<file path="src/rtl/cpu_pkg.sv">
// Shared widths, fetch FSM state type and the branch-offset helper used by the
// fetch datapath.
package cpu_pkg;

  localparam int PC_W = 8;
  localparam int INSTR_W = 16;
  localparam logic [INSTR_W-1:0] ERR_INSTR = 16'hF000;

  typedef enum logic {
    IDLE = 1'b0,
    WAIT = 1'b1
  } t_fetch_state;

  function automatic logic [PC_W-1:0] sext8(input logic [7:0] b);
    return PC_W'(signed'(b));
  endfunction

endpackage

</file>
<file path="src/rtl/pc_reg.sv">
// Program counter register; clear beats jump-load, which beats increment.
module pc_reg #(
  parameter int W = cpu_pkg::PC_W
) (
  input  logic         clk,
  input  logic         rst_n,
  input  logic         clr,
  input  logic         ld,
  input  logic         inc,
  input  logic [W-1:0] target,
  output logic [W-1:0] pc
);

  always_ff @(posedge clk or negedge rst_n) begin
    if (!rst_n)
      pc <= '0;
    else if (clr)
      pc <= '0;
    else if (ld)
      pc <= target;
    else if (inc)
      pc <= pc + W'(1);
  end

endmodule

</file>
<file path="src/rtl/fetch_unit.sv">
// Instruction fetch: owns PC and IR, runs the req/ack handshake with a
// variable-latency instruction memory and aborts slow fetches with ERR_INSTR.
module fetch_unit #(
  parameter int                 PC_W      = cpu_pkg::PC_W,
  parameter int                 INSTR_W   = cpu_pkg::INSTR_W,
  parameter int                 TIMEOUT   = 15,
  parameter logic [INSTR_W-1:0] ERR_INSTR = cpu_pkg::ERR_INSTR
) (
  input  logic               clk,
  input  logic               rst,
  input  logic               PC_clr,
  input  logic               PC_inc,
  input  logic               PC_ld,
  input  logic               I_rd,
  input  logic               IR_ld,
  output logic [PC_W-1:0]    imem_addr,
  output logic               imem_req,
  input  logic               imem_ack,
  input  logic [INSTR_W-1:0] imem_rdata,
  output logic [INSTR_W-1:0] instruction,
  output logic [PC_W-1:0]    pc,
  output logic               fetch_busy,
  output logic               fetch_err
);

  import cpu_pkg::t_fetch_state;
  import cpu_pkg::IDLE;
  import cpu_pkg::WAIT;
  import cpu_pkg::sext8;

  localparam int CNT_W = (TIMEOUT < 2) ? 1 : $clog2(TIMEOUT);

  t_fetch_state           state;
  logic [CNT_W-1:0]       wait_cnt;
  logic                   want_inc;
  logic                   want_ir;
  logic [INSTR_W-1:0]     ir;
  logic                   pc_ld_en;
  logic                   pc_inc_en;
  logic [PC_W-1:0]        jump_target;

  // The -1 undoes the increment that already happened while this jump was fetched.
  assign jump_target = pc + PC_W'(sext8(ir[7:0])) - PC_W'(1);
  assign pc_ld_en    = PC_ld && (state == IDLE);
  assign pc_inc_en   = (state == WAIT) && imem_ack && want_inc;
  assign fetch_busy  = (state == WAIT) || ((state == IDLE) && I_rd);
  assign instruction = ir;

  pc_reg #(.W(PC_W)) u_pc_reg (
    .clk    (clk),
    .rst_n  (rst),
    .clr    (PC_clr),
    .ld     (pc_ld_en),
    .inc    (pc_inc_en),
    .target (jump_target),
    .pc     (pc)
  );

  always_ff @(posedge clk or negedge rst) begin
    if (!rst) begin
      state     <= IDLE;
      imem_req  <= 1'b0;
      imem_addr <= '0;
      wait_cnt  <= '0;
      want_inc  <= 1'b0;
      want_ir   <= 1'b0;
      ir        <= '0;
      fetch_err <= 1'b0;
    end else if (PC_clr) begin
      // Abort: any ack arriving in this cycle is dropped along with the fetch.
      state     <= IDLE;
      imem_req  <= 1'b0;
      wait_cnt  <= '0;
      want_inc  <= 1'b0;
      want_ir   <= 1'b0;
      fetch_err <= 1'b0;
    end else begin
      case (state)
        IDLE: begin
          if (I_rd) begin
            state     <= WAIT;
            imem_req  <= 1'b1;
            imem_addr <= pc;
            want_inc  <= PC_inc;
            want_ir   <= IR_ld;
            wait_cnt  <= '0;
          end
        end
        WAIT: begin
          if (imem_ack) begin
            if (want_ir)
              ir <= imem_rdata;
            state    <= IDLE;
            imem_req <= 1'b0;
            wait_cnt <= '0;
          end else if (wait_cnt == CNT_W'(TIMEOUT - 1)) begin
            ir        <= ERR_INSTR;
            fetch_err <= 1'b1;
            state     <= IDLE;
            imem_req  <= 1'b0;
            wait_cnt  <= '0;
          end else begin
            wait_cnt <= wait_cnt + CNT_W'(1);
          end
        end
        default: state <= IDLE;
      endcase
    end
  end

endmodule

</file>
<file path="config.mk">
export PLATFORM = sky130hd
export DESIGN_NAME = fetch_unit
export DESIGN_NICKNAME = d
export VERILOG_FILES = /design/src/rtl/cpu_pkg.sv /design/src/rtl/pc_reg.sv /design/src/rtl/fetch_unit.sv
export SDC_FILE = /design/constraint.sdc
export NUM_CORES = 1
export LEC_CHECK = 0
export CORE_AREA = 5 5 93 95
export DETAILED_ROUTE_END_ITERATION = 16
export DIE_AREA = 0 0 98 100
export GPL_TIMING_DRIVEN = 0
export SYNTH_ARGS = -nofsm -noshare
export SYNTH_HDL_FRONTEND = slang
export SYNTH_SLANG_ARGS = --single-unit
</file>
<file path="constraint.sdc">
create_clock -name clk -period 5.4 [get_ports clk]
set_input_delay 1.08 -clock clk [delete_from_list [all_inputs] [get_ports clk]]
set_output_delay 1.08 -clock clk [all_outputs]
set_load 0.1 [all_outputs]
</file>
-- Yosys cells after proc, flatten, opt, wreduce, memory -nomap -nowiden
Cells that the tools add are included.
W data, S select, Z words.
- register bits: 41
- output and inout bits: 35
- bits of input ports: 24
- $add $sub $neg: 4
- bitwise gates (word level): 2
- muxes and demuxes: 31
- equal/unequal tests: 6
- reduce and logical (&&, ||, !) cells: 15
- operator list (operator ; count):
    $mux W16 ; 3
    $mux W8 ; 3
    $mux W1 ; 18
    $mux W4 ; 4
    $add A8 B1 Y8 const B ; 1
    $add A8 B8 Y8 ; 1
    $pmux W4 S2 ; 1
    $reduce_bool A2 Y1 ; 4
    $sub A8 B1 Y8 const B ; 1
    $reduce_and A3 Y1 ; 2
    $add A4 B1 Y4 const B ; 1
    $eq A4 B4 Y1 const B ; 1
    $logic_and A1 B1 Y1 ; 4
    $ne A2 B2 Y1 const B ; 2
    $ne A4 B3 Y1 const B ; 1
    $pmux W1 S2 ; 2
    $reduce_and A2 Y1 ; 2
    $reduce_and A4 Y1 ; 1
    $ne A3 B3 Y1 const B ; 1
    $reduce_bool A3 Y1 ; 1
    $ne A2 B1 Y1 const B ; 1
    $not A1 Y1 ; 2
    $logic_or A1 B1 Y1 ; 1

-- Depth between registers and ports, before layout
Gate-level depths: netlist of the first run.
- depth in word-level cells: 5
- mapped depth: 11
- gate-level depth less buffers: 11

-- Hierarchy
A second synthesis of the first run with hierarchy kept.
- cell total of the unflattened synthesis: 239
- area, all modules: 2243.4 um2
- modules (own cells, without submodules) (module ; area each (um2) ; times used ; seq. area each (um2) ; cells an instance):
    fetch_unit ; 1806.7 ; 1 ; 825.8 ; 192
    pc_reg ; 436.7 ; 1 ; 200.2 ; 47

-- Worst setup path after synthesis of the first run
Ideal clock, no wire load.
- kind: register -> register
- start point: reg u_pc_reg.pc[2]
- end point: reg u_pc_reg.pc[6]
- arrival: 2.731 ns
- path slack: 2.548 ns
- period minus slack after synthesis: 2.852 ns
- cell stages (with the launch flop): 10
- setup time: 0.121 ns
- path buffers: 0
- path through: dfrtp_1 inv_1 ha_1 inv_1 ha_1 a21o_1 a311o_1 a21oi_1 xnor2_1 a22o_1
- cells in the longest elaborated chain, start to end: 4
- RTL lines (element ; line ; RTL):
    start, declared ; pc_reg.sv:11 ; output logic [W-1:0] pc
    start signal, assigned ; pc_reg.sv:20 ; pc <= target;
    start signal, assigned ; pc_reg.sv:22 ; pc <= pc + W'(1);
    $add A8 B8 Y8 or $add A8 B1 Y8 (tied branches) ; fetch_unit.sv:43, pc_reg.sv:22 ;
    $sub A8 B1 Y8 or $mux W8 (tied branches) ; fetch_unit.sv:43, pc_reg.sv:21 ;
    $mux W8 (*) ; pc_reg.sv:19 ; else if (ld)
    $mux W8 (*) ; pc_reg.sv:17 ; else if (clr)
Mark *: on every way between the ends. The rest lies on a longest branch, timed or not. The select of a mux whose other input is x is not followed.
A chain may end at the register's enable or synchronous reset.

-- Worst setup path after layout of the first run
- start point: in I_rd
- end point: out fetch_busy
- cells in the longest elaborated chain, start to end: 2
- RTL lines (element ; line ; RTL):
    start, declared ; fetch_unit.sv:14 ; input logic I_rd,
    $logic_and A1 B1 Y1 ; fetch_unit.sv:46 ; assign fetch_busy = (state == WAIT) || ((state == IDLE) && I_rd);
    $logic_or A1 B1 Y1 ; fetch_unit.sv:46 ;
    end, declared ; fetch_unit.sv:22 ; output logic fetch_busy,
Every way passes these cells.

==> flow_summary.toml, run 1 <==
[grt]
grt_pass1_wl_mm = 9.09
grt_antenna_before_repair = 0
globalRouteTotalUtil_pct = 11.3
number_of_global_route_vias_before_repair = 1985
global_route.overflow_total = 0
grt_start_max_net_pins = 39

[critical_path]
critical_path.most_common_cell = "clkdlybuf4s50_1"
worst_ep_arrival_time_ns = 2.81
timing.critical_path.required_ns = 4.32
wp_buf_inv = 2
crit_slowest_cell = "clkdlybuf4s50_1"
worst_setup_path_start_kind = "primary input"
max_fanout_on_critical_path = 3
critical_path.max_stage_delay_ns = 1.13
path_delay_family = "buffers and inverters"
path_cells = "clkdlybuf4s50_1 -> or2_2 -> clkdlybuf4s50_1"
timing_worst_setup_path_type = "primary input to primary output"
endpoint_type_of_the_worst_setup_path = "primary output"

[route]
detailedRoute.firstIterationViolations = 69
route.antenna.remaining_nets = 0
vias_per_cell = 4.48
drt_wl_total_mm = 5.25
drc = 0
route.detailed.wl_per_inst_um = 12.8
first_pass_iters = 4
vias = 1837

[placement]
placedInstanceArea_um2 = 2950
place.detailed.hpwl_mm = 4.03
final_wtd_congestion = 0.775
placement.io_buffers = 58

[timing]
skew_ns = 0.0115
drv_slew = 0
fmax_ghz = 0.257
slew-limit-headroom_pct = 33.7
setup_viol_count_final = 0
period_share_pct = 72.0
final.setup.tns_ns = 0
period_needed_ns = 3.89
grt_setup_unrepaired = "false"
timing.final.hold_violations = 0
worst-slew-pin-transition_ns = 0.991

[clocking]
root_buffer = "clkbuf_8"
cts.htree.levels = 2
cts_inserted_buffers = 5
post_cts.resized_instances = 0
post_cts_hold_buffer_count = 0
cts_tree = "built"
clockBufferDepth = 2
post_cts_buffers = 0
cts.sink_count = 41
clk_latency_ns = 0.30
cts.reportedPaths.clkPinSlew_ns = 0.09

[synthesis]
synth_top_area_share_pct = 46.1
synth_cells = 241
yosysUniqueCellTypes = 34
post_synth.cell_area_avg_um2 = 9.24
synth_enable_flop_cells = 0
synthesis.area_um2 = 2230
yosysTopAreaCell = "dfrtp_1"
ys_top_cells_by_area = "dfrtp_1, ha_1, nand2_1"
yosys_warnings = 0
async_s_r_ff_share_synth_pct = 100
ys_seq_elements = 41
synth_top_flop_cell = "dfrtp_1"
postSynthNetCount = 282
sequential_area_share_after_synthesis_pct = 46.1

[finish]
insertedDiodeCount = 0
final_layout_size_suffix_gt1_share_pct = 7.14
design_area_um2 = 3050
fin_nets = 348
largest_reg_flops = 16
finish.utilization_pct = 39.8
area_growth_from_synthesis_to_layout_pct = 36.8

[pwr]
power-per-cell-area_nw_per_um2 = 412
ir_worst_vdd_mv = 0.189
power.leakage_nw = 1.36

[floorplanning]
chipWidth_um = 98
floorplan.io_pins = 59
die_h_um = 100
start_util_pct = 29.1
std_cell_rows = 32
core-area_um2 = 7650
die-area_um2 = 9800

[outcome]
run_status = "complete, no violations"

[flow_run]
total_of_max_cap_violations = 0

[min_path]
worstHoldPathType = "register to register"
==> logic make-up after synthesis <==
| logic type | count (synthesis) | synth area share [%] |
|---|---|---|
| simple gates | 80 | 16.1 |
| flops | 41 | 46.1 |
| compound gates | 40 | 10.8 |
| buf+inv | 39 | 6.63 |
| fa+ha+maj | 17 | 9.89 |
| xor+xnor | 13 | 5.12 |
| mux | 11 | 5.40 |
==> layer usage <==
layer	track usage, %	vias up	share of wire (%)
li1	-	921	-
met1	14.0	876	47
met2	19.3	33	48
met3	2.99	7	4.1
met4	3.19	0	1.0
met5	0	-	0
==> area by class of cell <==
type	instances	area [um2]
clock inverters	2	13.8
well taps	102	128
plain buffers	9	35.0
clock buffers	6	82.6
flip-flops and latches	41	1030
multi-input cells	161	1050
fillers	761	4600
repair buffers	59	596
inverters	30	113
==> synthesized netlist by cell type (all sizes together), types with 2 or more instances <==
| cell | n |
|---|---|
| or4b | 2 |
| dfrtp | 41 |
| nand4 | 2 |
| nand3 | 3 |
| nor2b | 4 |
| a211oi | 5 |
| a22o | 2 |
| inv | 30 |
| nor2 | 19 |
| mux2i | 3 |
| nor3 | 3 |
| o21ai | 22 |
| ha | 16 |
| nand2 | 39 |
| mux2 | 8 |
| and3 | 2 |
| or2 | 2 |
| xnor2 | 10 |
| a21oi | 4 |
| clkbuf | 8 |
| xor2 | 3 |
==> metrics by stage <==
step / worst slack (ns) / power, mW / std cells / hold WS [ns]
2_1_floorplan: 2.55 / 0.890 / 241 / 0.485
3_3_place_gp: 1.52 / 1.05 / 401 / 0.466
3_5_place_dp: 1.51 / 1.05 / 402 / 0.470
4_1_cts: 1.50 / 1.27 / 410 / 0.489
5_1_grt: 1.47 / 1.33 / 410 / 0.513
6_report: 1.51 / 1.26 / 410 / 0.486
==> where the power goes <==
group / internal [mW] / leakage (nW) / switching, mW / total (mW)
Combinational: 0.189 / 0.765 / 0.461 / 0.650
Clock: 0.104 / 0.0512 / 0.113 / 0.216
Sequential: 0.352 / 0.548 / 0.0370 / 0.389
==> cells in the final DEF, fill, tap and decap left out, types with 3 or more instances in the layout <==
master	Yosys	layout
ha_1	16	16
mux2_2	8	8
nor3_1	3	3
clkbuf_1	8	8
inv_1	30	30
nand3_1	3	3
dfrtp_1	41	41
nand2_1	39	39
o21ai_0	22	22
nor2_1	19	19
clkdlybuf4s50_1	0	57
nor2b_1	4	4
mux2i_1	3	3
xor2_1	3	3
xnor2_1	10	10
clkbuf_8	0	6
a211oi_1	5	5
a21oi_1	4	4
==> path summary, 6_finish.rpt <==
path / from / endpoint / slack [ns] / cells after the start
min in group asynchronous: rst / wait_cnt[0] / 0.57 / 1
hold / removal: imem_req / imem_req / 0.49 / 2
hold reg to reg: imem_req / imem_req / 0.49 / 2
max in group asynchronous: rst / instruction[6] / 4.40 / 2
setup reg to reg: u_pc_reg.pc[2] / u_pc_reg.pc[6] / 3.02 / 9
setup / recovery: I_rd / fetch_busy / 1.51 / 3
==> tightest hold or removal path: cells and delay by family, from the launching register on <==
kind | cells | cell delay [ns]
AND/OR/NAND/NOR | 2 | 0.10
flip-flops | 1 | 0.36
No activity file was read; power rests on OpenSTA's default activity.
==> inputs of run 2 (changes only) <==
clock period = 3.9 ns   (was 5.4 ns; I/O delays follow)
==> results of run 2 <==
Same layout as run 1 (identical final DEF). Status: complete, no violations.
Main changes from that run: setup slack after placement 1.51 ns -> 0.609 ns; setup slack after layout 1.51 ns -> 0.612 ns; hold slack 0.486 ns -> 0.273 ns; register-to-register setup slack 3.02 ns -> 1.52 ns; total power 1.26 mW -> 1.74 mW; worst IR drop on VDD 0.189 mV -> 0.262 mV
